File: src/rtl/serial_receiver_circuit_if.sv
// serial_receiver_circuit_if: serial line input and parallel word handshake of the receiver
interface serial_receiver_circuit_if #(parameter int DATA_W = 8);
    logic serIn, serInValid, dataAck, dataValid, busy, frameErr, overrun, parErr;
    logic [DATA_W-1:0] dataOut;
    modport master (output serIn, serInValid, dataAck, input dataOut, dataValid, busy, frameErr, overrun, parErr);
    modport slave (input serIn, serInValid, dataAck, output dataOut, dataValid, busy, frameErr, overrun, parErr);
endinterface

File: src/rtl/serial_receiver_circuit.sv
// serial_receiver_circuit: MSB-first serial-to-parallel receiver with gap abort and one-word holding register
// Define SER_RX_PARITY_EN to expect a trailing even-parity bit per frame.
module serial_receiver_circuit #(
    parameter int DATA_W = 8,
    parameter int GAP_MAX = 4
) (
    input logic clk,
    input logic rst,
    serial_receiver_circuit_if.slave s
);
    localparam int CW = $clog2(DATA_W + 1);
    localparam int GW = $clog2(GAP_MAX + 1);
`ifdef SER_RX_PARITY_EN
    typedef enum logic [1:0] {IDLE, RECV, PAR} state_t;
`else
    typedef enum logic [1:0] {IDLE, RECV} state_t;
`endif
    state_t state, state_n;
    logic [DATA_W-1:0] sh, sh_n, word, data_q;
    logic [CW-1:0] cnt, cnt_n;
    logic [GW-1:0] gap, gap_n;
    logic commit, abort, load, valid_q, ferr_q, ovr_q;
`ifdef SER_RX_PARITY_EN
    logic perr, perr_q;
`endif
    always_comb begin
        state_n = state;
        sh_n = sh;
        cnt_n = cnt;
        gap_n = gap;
        commit = 1'b0;
        abort = 1'b0;
`ifdef SER_RX_PARITY_EN
        perr = 1'b0;
`endif
        word = {sh[DATA_W-2:0], s.serIn};
        if (state == IDLE) begin
            if (s.serInValid) begin
                sh_n = {{(DATA_W-1){1'b0}}, s.serIn};
                cnt_n = CW'(1);
                gap_n = '0;
                state_n = RECV;
            end
        end else if (!s.serInValid) begin
            gap_n = gap + 1'b1;
            if (gap_n == GW'(GAP_MAX)) begin
                abort = 1'b1;
                state_n = IDLE;
                cnt_n = '0;
                gap_n = '0;
            end
        end else begin
            gap_n = '0;
`ifdef SER_RX_PARITY_EN
            if (state == PAR) begin
                word = sh;
                perr = ^{sh, s.serIn};
                commit = ~perr;
                state_n = IDLE;
                cnt_n = '0;
            end else begin
                sh_n = word;
                cnt_n = cnt + 1'b1;
                if (cnt == CW'(DATA_W - 1)) state_n = PAR;
            end
`else
            sh_n = word;
            cnt_n = cnt + 1'b1;
            if (cnt == CW'(DATA_W - 1)) begin
                commit = 1'b1;
                state_n = IDLE;
                cnt_n = '0;
            end
`endif
        end
    end
    // a completed word lands only if the holding register is free or being emptied this cycle
    assign load = commit && (!valid_q || s.dataAck);
    always_ff @(posedge clk or posedge rst) begin
        if (rst) begin
            state <= IDLE;
            sh <= '0;
            cnt <= '0;
            gap <= '0;
            data_q <= '0;
            valid_q <= 1'b0;
            ferr_q <= 1'b0;
            ovr_q <= 1'b0;
        end else begin
            state <= state_n;
            sh <= sh_n;
            cnt <= cnt_n;
            gap <= gap_n;
            ferr_q <= abort;
            ovr_q <= commit && valid_q && !s.dataAck;
            if (load) data_q <= word;
            valid_q <= load || (valid_q && !s.dataAck);
        end
    end
`ifdef SER_RX_PARITY_EN
    always_ff @(posedge clk or posedge rst) begin
        if (rst) perr_q <= 1'b0;
        else perr_q <= perr;
    end
    assign s.parErr = perr_q;
`else
    assign s.parErr = 1'b0;
`endif
    assign s.dataOut = data_q;
    assign s.dataValid = valid_q;
    assign s.busy = state != IDLE;
    assign s.frameErr = ferr_q;
    assign s.overrun = ovr_q;
endmodule

File: src/flat_wrapper.sv
// flat-port wrapper written by rule: the top's interface ports become plain ports
module serial_receiver_circuit_flat 
#(
    parameter int DATA_W = 8,
    parameter int GAP_MAX = 4
)
  (clk, rst, s_serIn, s_serInValid, s_dataAck, s_dataOut, s_dataValid, s_busy, s_frameErr, s_overrun, s_parErr);
  serial_receiver_circuit_if #(.DATA_W(DATA_W)) s_i ();
  input logic clk;
  input logic rst;
  input wire logic [$bits(s_i.serIn)-1:0] s_serIn;
  input wire logic [$bits(s_i.serInValid)-1:0] s_serInValid;
  input wire logic [$bits(s_i.dataAck)-1:0] s_dataAck;
  output wire logic [$bits(s_i.dataOut)-1:0] s_dataOut;
  output wire logic [$bits(s_i.dataValid)-1:0] s_dataValid;
  output wire logic [$bits(s_i.busy)-1:0] s_busy;
  output wire logic [$bits(s_i.frameErr)-1:0] s_frameErr;
  output wire logic [$bits(s_i.overrun)-1:0] s_overrun;
  output wire logic [$bits(s_i.parErr)-1:0] s_parErr;
  assign s_i.serIn = s_serIn;
  assign s_i.serInValid = s_serInValid;
  assign s_i.dataAck = s_dataAck;
  assign s_dataOut = s_i.dataOut;
  assign s_dataValid = s_i.dataValid;
  assign s_busy = s_i.busy;
  assign s_frameErr = s_i.frameErr;
  assign s_overrun = s_i.overrun;
  assign s_parErr = s_i.parErr;
  serial_receiver_circuit #(.DATA_W(DATA_W), .GAP_MAX(GAP_MAX)) u_core (.clk(clk), .rst(rst), .s(s_i));
endmodule
File: config.mk
export PLATFORM = sky130hd
export DESIGN_NAME = serial_receiver_circuit_flat
export DESIGN_NICKNAME = d
export VERILOG_FILES = /design/src/rtl/serial_receiver_circuit_if.sv /design/src/rtl/serial_receiver_circuit.sv /design/src/flat_wrapper.sv
export SDC_FILE = /design/constraint.sdc
export NUM_CORES = 1
export LEC_CHECK = 0
export ABC_CLOCK_PERIOD_IN_PS = 3100
export BUFFER_PORTS_ARGS = -buffer_cell sky130_fd_sc_hd__clkbuf_2
export CAP_MARGIN = 20
export CORE_ASPECT_RATIO = 1.75
export CORE_MARGIN = 1.5
export CORE_UTILIZATION = 30
export DETAILED_ROUTE_END_ITERATION = 16
export SYNTH_ARGS = -nofsm -noshare
export SYNTH_HDL_FRONTEND = slang
export SYNTH_SLANG_ARGS = --single-unit
File: constraint.sdc
create_clock -name clk -period 3.1 [get_ports clk]
set_input_delay 0.93 -clock clk [delete_from_list [all_inputs] [get_ports clk]]
set_output_delay 0.93 -clock clk [all_outputs]
set_load 0.05 [all_outputs]
After elaboration in Yosys (flattened, before gate mapping)
Cells that the tools add are included.
Storage, ports and cells
  bits of input ports: 5
  bits in registers: 27
  word-level logic and storage cells: 50
Operators by class
  reduce and logical (&&, ||, !) cells: 13
  equal/unequal tests: 4
  $add $sub $neg: 2
  multiplexer cells: 23
Operators by type and width (count)
  7-bit 2-to-1 mux: 3
  4-bit 2-to-1 mux: 5
  3-bit 2-to-1 mux: 4
  2-bit 2-to-1 mux: 5
  1-bit 2-to-1 mux: 6
  4-bit by 1-bit adder with 4-bit output (second input constant): 1
  4-bit by 3-bit equality test with 1-bit output (second input constant): 1
  1-bit logical AND: 4
  2-bit nonzero test: 2
  3-bit by 1-bit adder with 3-bit output (second input constant): 1
  3-bit equality test (second input constant): 1
  3-bit by 1-bit inequality test with 1-bit output (second input constant): 1
  3-bit AND reduction: 1
  1-bit zero test: 2
  2-bit zero test: 1
  1-bit logical OR: 2
  2-bit inequality test (second input constant): 1
  2-bit AND reduction: 1

Logic depth before layout (Yosys ltp)
  depth after elaboration: 6
  mapped depth: 4
  mapped depth without buffers: 4

Worst setup path after synthesis
Ideal clock, no wire load.
  kind: input-to-reg
  from: in s_serInValid
  to: reg u_core.data_q[0], in the netlist u_core.s.dataOut[0]
  library setup time: 0.125 ns
  data arrival time: 1.886 ns
  stages on the path: 4
  path slack: 1.089 ns
  path through: buf_2 -> nand2_1 -> nor3b_4 -> mux2_2
On the way
  word-level cells in the longest chain between the ends: 3
RTL lines
  start: declaration: RTL line flat_wrapper.sv:12  | input wire logic [$bits(s_i.serInValid)-1:0] s_serInValid;
  1-bit 2-to-1 mux: RTL line serial_receiver_circuit.sv:44  | end else if (!s.serInValid) begin
  1-bit 2-to-1 mux: RTL line serial_receiver_circuit.sv:37  | if (state == IDLE) begin
  1-bit logical AND: RTL line serial_receiver_circuit.sv:78  | assign load = commit && (!valid_q || s.dataAck);
  end signal: assignment: RTL line serial_receiver_circuit.sv:96  | if (load) data_q <= word;
  end: declaration: RTL line serial_receiver_circuit.sv:19  | logic [DATA_W-1:0] sh, sh_n, word, data_q;
No other way between the ends.
A chain may end at the register's enable or synchronous reset.

Final worst setup path
  from: reg u_core.state[0]
  to: out s_busy
On the way
  word-level cells in the longest chain between the ends: 1
RTL lines
  start: declaration: RTL line serial_receiver_circuit.sv:18  | state_t state, state_n;
  start signal: assignment: RTL line serial_receiver_circuit.sv:90  | state <= state_n;
  2-bit nonzero test: RTL line serial_receiver_circuit.sv:111  | assign s.busy = state != IDLE;
  end: declaration: RTL line flat_wrapper.sv:16  | output wire logic [$bits(s_i.busy)-1:0] s_busy;
No other way between the ends.

==> flow_metrics.tcl <==
set metrics [dict create \
    power.share.switching_pct 41.0 \
    htree_levels 1 \
    period_minus_slack_ns 2.36 \
    drv_slew 0 \
    grt_pass1_vias 826 \
    rr_worst_depth 3 \
    crit_start "u_core.state[0]" \
    critPathMaxStageDelay_ns 0.77 \
    path_buf_inv 1 \
    clockBufferDepth 2 \
    synth_top_family_by_area "simple AND/OR/NAND/NOR gates" \
    firstDrtPassIters 4 \
    clock_sinks 26 \
    synth_edf_count 0 \
    cp.arrival_ns 1.43 \
    viasPerCell 4.74 \
    syn_area_um2 1140 \
    wire_per_inst_um 13.0 \
    slew_headroom_pct 56.5 \
    cts_hold_buf 0 \
    clk_latency_ns 0.26 \
    synth-async-reset-ratio_pct 100 \
    maxCapViolations 0 \
    synth_flop_cell "dfrtp_1" \
    crit_path_top_delay_cell "dfrtp_1" \
    ys_warn_count 0 \
    initial_utilization_pct 31.3 \
    rr_endpoint "u_core.s.dataOut[6]" \
    path_clk_slew_ns 0.09 \
    yosys.area_share.adder_pct 3.30 \
    die_w_um 49.5 \
    yosys.area.top_type "dfrtp_1" \
    drtAntennaViolNets 0 \
    routed_wl_mm 2.08 \
    fin_skew_ns 0.00533 \
    ys_seq_area_share_pct 57.2 \
    coreArea_um2 3630 \
    setup_viol 0 \
    busiest_layer "met2" \
    synth_simple_gate_area_share_pct 13.9 \
    drt_iter0_drc 9 \
    routabilityCongestion 0.764 \
    synthMuxAreaShare_pct 10.7 \
    final_layout_size_suffix_gt1_share_pct 28.9 \
    tns_ns 0 \
    grt_use_met2_pct 19.4 \
    total_power_mw 1.15 \
    synth_cells 99 \
    synthXorXnorAreaFrac_pct 1.54 \
    pwr-share-comb_pct 37.9 \
    r2r_slack_ns 1.09 \
    syn_to_final_growth_pct 16.1 \
    cts_made_buffers 3 \
    clock-root-buffer "clkbuf_8" \
    rows 29 \
    dpl.hpwl_mm 1.47 \
    switchingPower_mw 0.473 \
    io_pins 18 \
    synth_area_per_cell_um2 11.5 \
    drc_errors 0 \
    synth_compound_area_share_pct 8.03 \
    grt_use_met1_pct 13.1 \
    synth-seq-cells 26 \
    synth.most_common_cell "dfrtp_1" \
    hold_viol 0 \
    vias 759 \
    final_area_um2 1320 \
    status "finished, final reports clean" \
    cp.required_ns 2.17 \
    cp-start-kind "flip-flop" \
    clockPowerShare_pct 16.0 \
    crit_family "flip-flops" \
    grt_overflow 0 \
    worstPathCellList "clkbuf_2" \
    tightest_slew_ns 0.652 \
    rsz0062_at_grt "false" \
    worstSetupPathType "reg2out" \
    ir_worst_vdd_v 0.000361 \
    fin_crit_sh_pct 76.0 \
    antenna_found_initial 0 \
    grt_pass1_wl_mm 3.68 \
    use_met3_pct 2.14 \
    p_leak_nw 0.636 \
    yosys.area.top_type_share_pct 57.2 \
    num_antenna_cells 0 \
    synth_nets 107 \
    r2r_start "u_core.state[0]" \
    fmax_mhz 425 \
    die_height_um 84.5 \
    cts_setup_buffers 0 \
    crit_fanout 19 \
    netlist_top_cells_area "dfrtp_1 57%, mux2_2 8.9%, nand3_1 4.0%, o21ai_0 4.0%, ha_1 3.3%" \
    portBuffers 16 \
    hp-class "reg2reg" \
    tritoncts "yes" \
    cp.depth 1 \
    cts_resized 0 \
    grt_usage_pct 11.5 \
    place_area_um2 1250 \
    cp-endpoint "s_busy" \
    pwr-share-seq_pct 46.1 \
    finalNetCount 124 \
    internal_power_mw 0.681 \
    power_density_nw_per_um2 874 \
    synth_common_cells "26 x dfrtp_1, 9 x mux2_2, 9 x nand3_1, 9 x o21ai_0, 8 x nor2_1" \
    worst_setup_path_end_kind "output port" \
    synth.distinct_cells 25 \
    dieArea_um2 4180 \
    grt_max_degree 27 \
]
## area by class of cell
cell class	count	area, um^2
Fill cell	375	2310
Sequential cell	26	651
Multi-Input combinational cell	60	429
Timing Repair Buffer	18	115
Tap cell	46	57.6
Clock buffer	3	41.3
Inverter	7	26.3
## through the flow
stage | util, % | cells | worst slack, ns | hold WS (ns)
2_1_floorplan | - | 99 | 1.09 | 0.479
4_1_cts | 35.6 | 159 | 0.741 | 0.521
6_report | 36.4 | 160 | 0.744 | 0.514
3_5_place_dp | 34.5 | 156 | 0.938 | 0.500
3_3_place_gp | 34.5 | 156 | 0.975 | 0.487
5_1_grt | 36.4 | 160 | 0.675 | 0.546
## worst min-delay path by stage
stage                        start                   to  slack [ns]  depth (start not counted)
2_1_floorplan         u_core.sh[6]  u_core.s.dataOut[7]        0.48                          1
3_3_place_gp          u_core.sh[6]  u_core.s.dataOut[7]        0.49                          1
3_5_place_dp   u_core.s.dataOut[0]  u_core.s.dataOut[0]        0.50                          1
4_1_cts        u_core.s.dataOut[0]  u_core.s.dataOut[0]        0.52                          1
5_1_grt        u_core.s.dataOut[3]  u_core.s.dataOut[3]        0.55                          1
6_report       u_core.s.dataOut[0]  u_core.s.dataOut[0]        0.51                          1
## power by group through the flow
stage	clock network, mW	logic [mW]	registers [mW]
global route	0.210	0.475	0.553
detailed placement	0	0.440	0.539
floorplan	0	0.198	0.678
global placement	0	0.427	0.535
finish	0.185	0.437	0.532
CTS	0.195	0.440	0.534
## flip-flops by register name (all words and copies together) (netlist names)
signal / count
u_core.cnt: 4
u_core.s.frameErr: 1
u_core.gap: 3
u_core.s.overrun: 1
u_core.s.dataOut: 8
u_core.state: 1
u_core.sh: 7
u_core.s.dataValid: 1
## routing by layer
layer / vias to the layer above / share of wire, %
met5: - / 0
met4: 0 / 1.5
met3: 2 / 2.5
met2: 10 / 51
met1: 382 / 45
li1: 365 / -
## kinds of logic (layout without fill, tap and decap cells)
logic type               count (synthesis)  count (layout)
AND/OR/NAND/NOR                         29              29
flip-flops                              26              26
AO/OA/AOI/OAI                           14              14
buffers and inverters                   13              28
multiplexers                            11              11
adder cells (fa/ha/maj)                  3               3
XOR/XNOR                                 2               2
other                                    1               1
## placed cells by master, fill, tap and decap left out, types with 2 or more instances in the layout
cell	n
dfrtp_1	26
clkbuf_2	16
mux2_2	9
nand3_1	9
o21ai_0	9
nor2_1	8
inv_1	7
nand2_1	4
ha_1	3
clkbuf_8	3
xnor2_1	2
nand2b_1	2
mux2i_1	2
nor3_1	2
No activity file was read; power rests on OpenSTA's default activity.
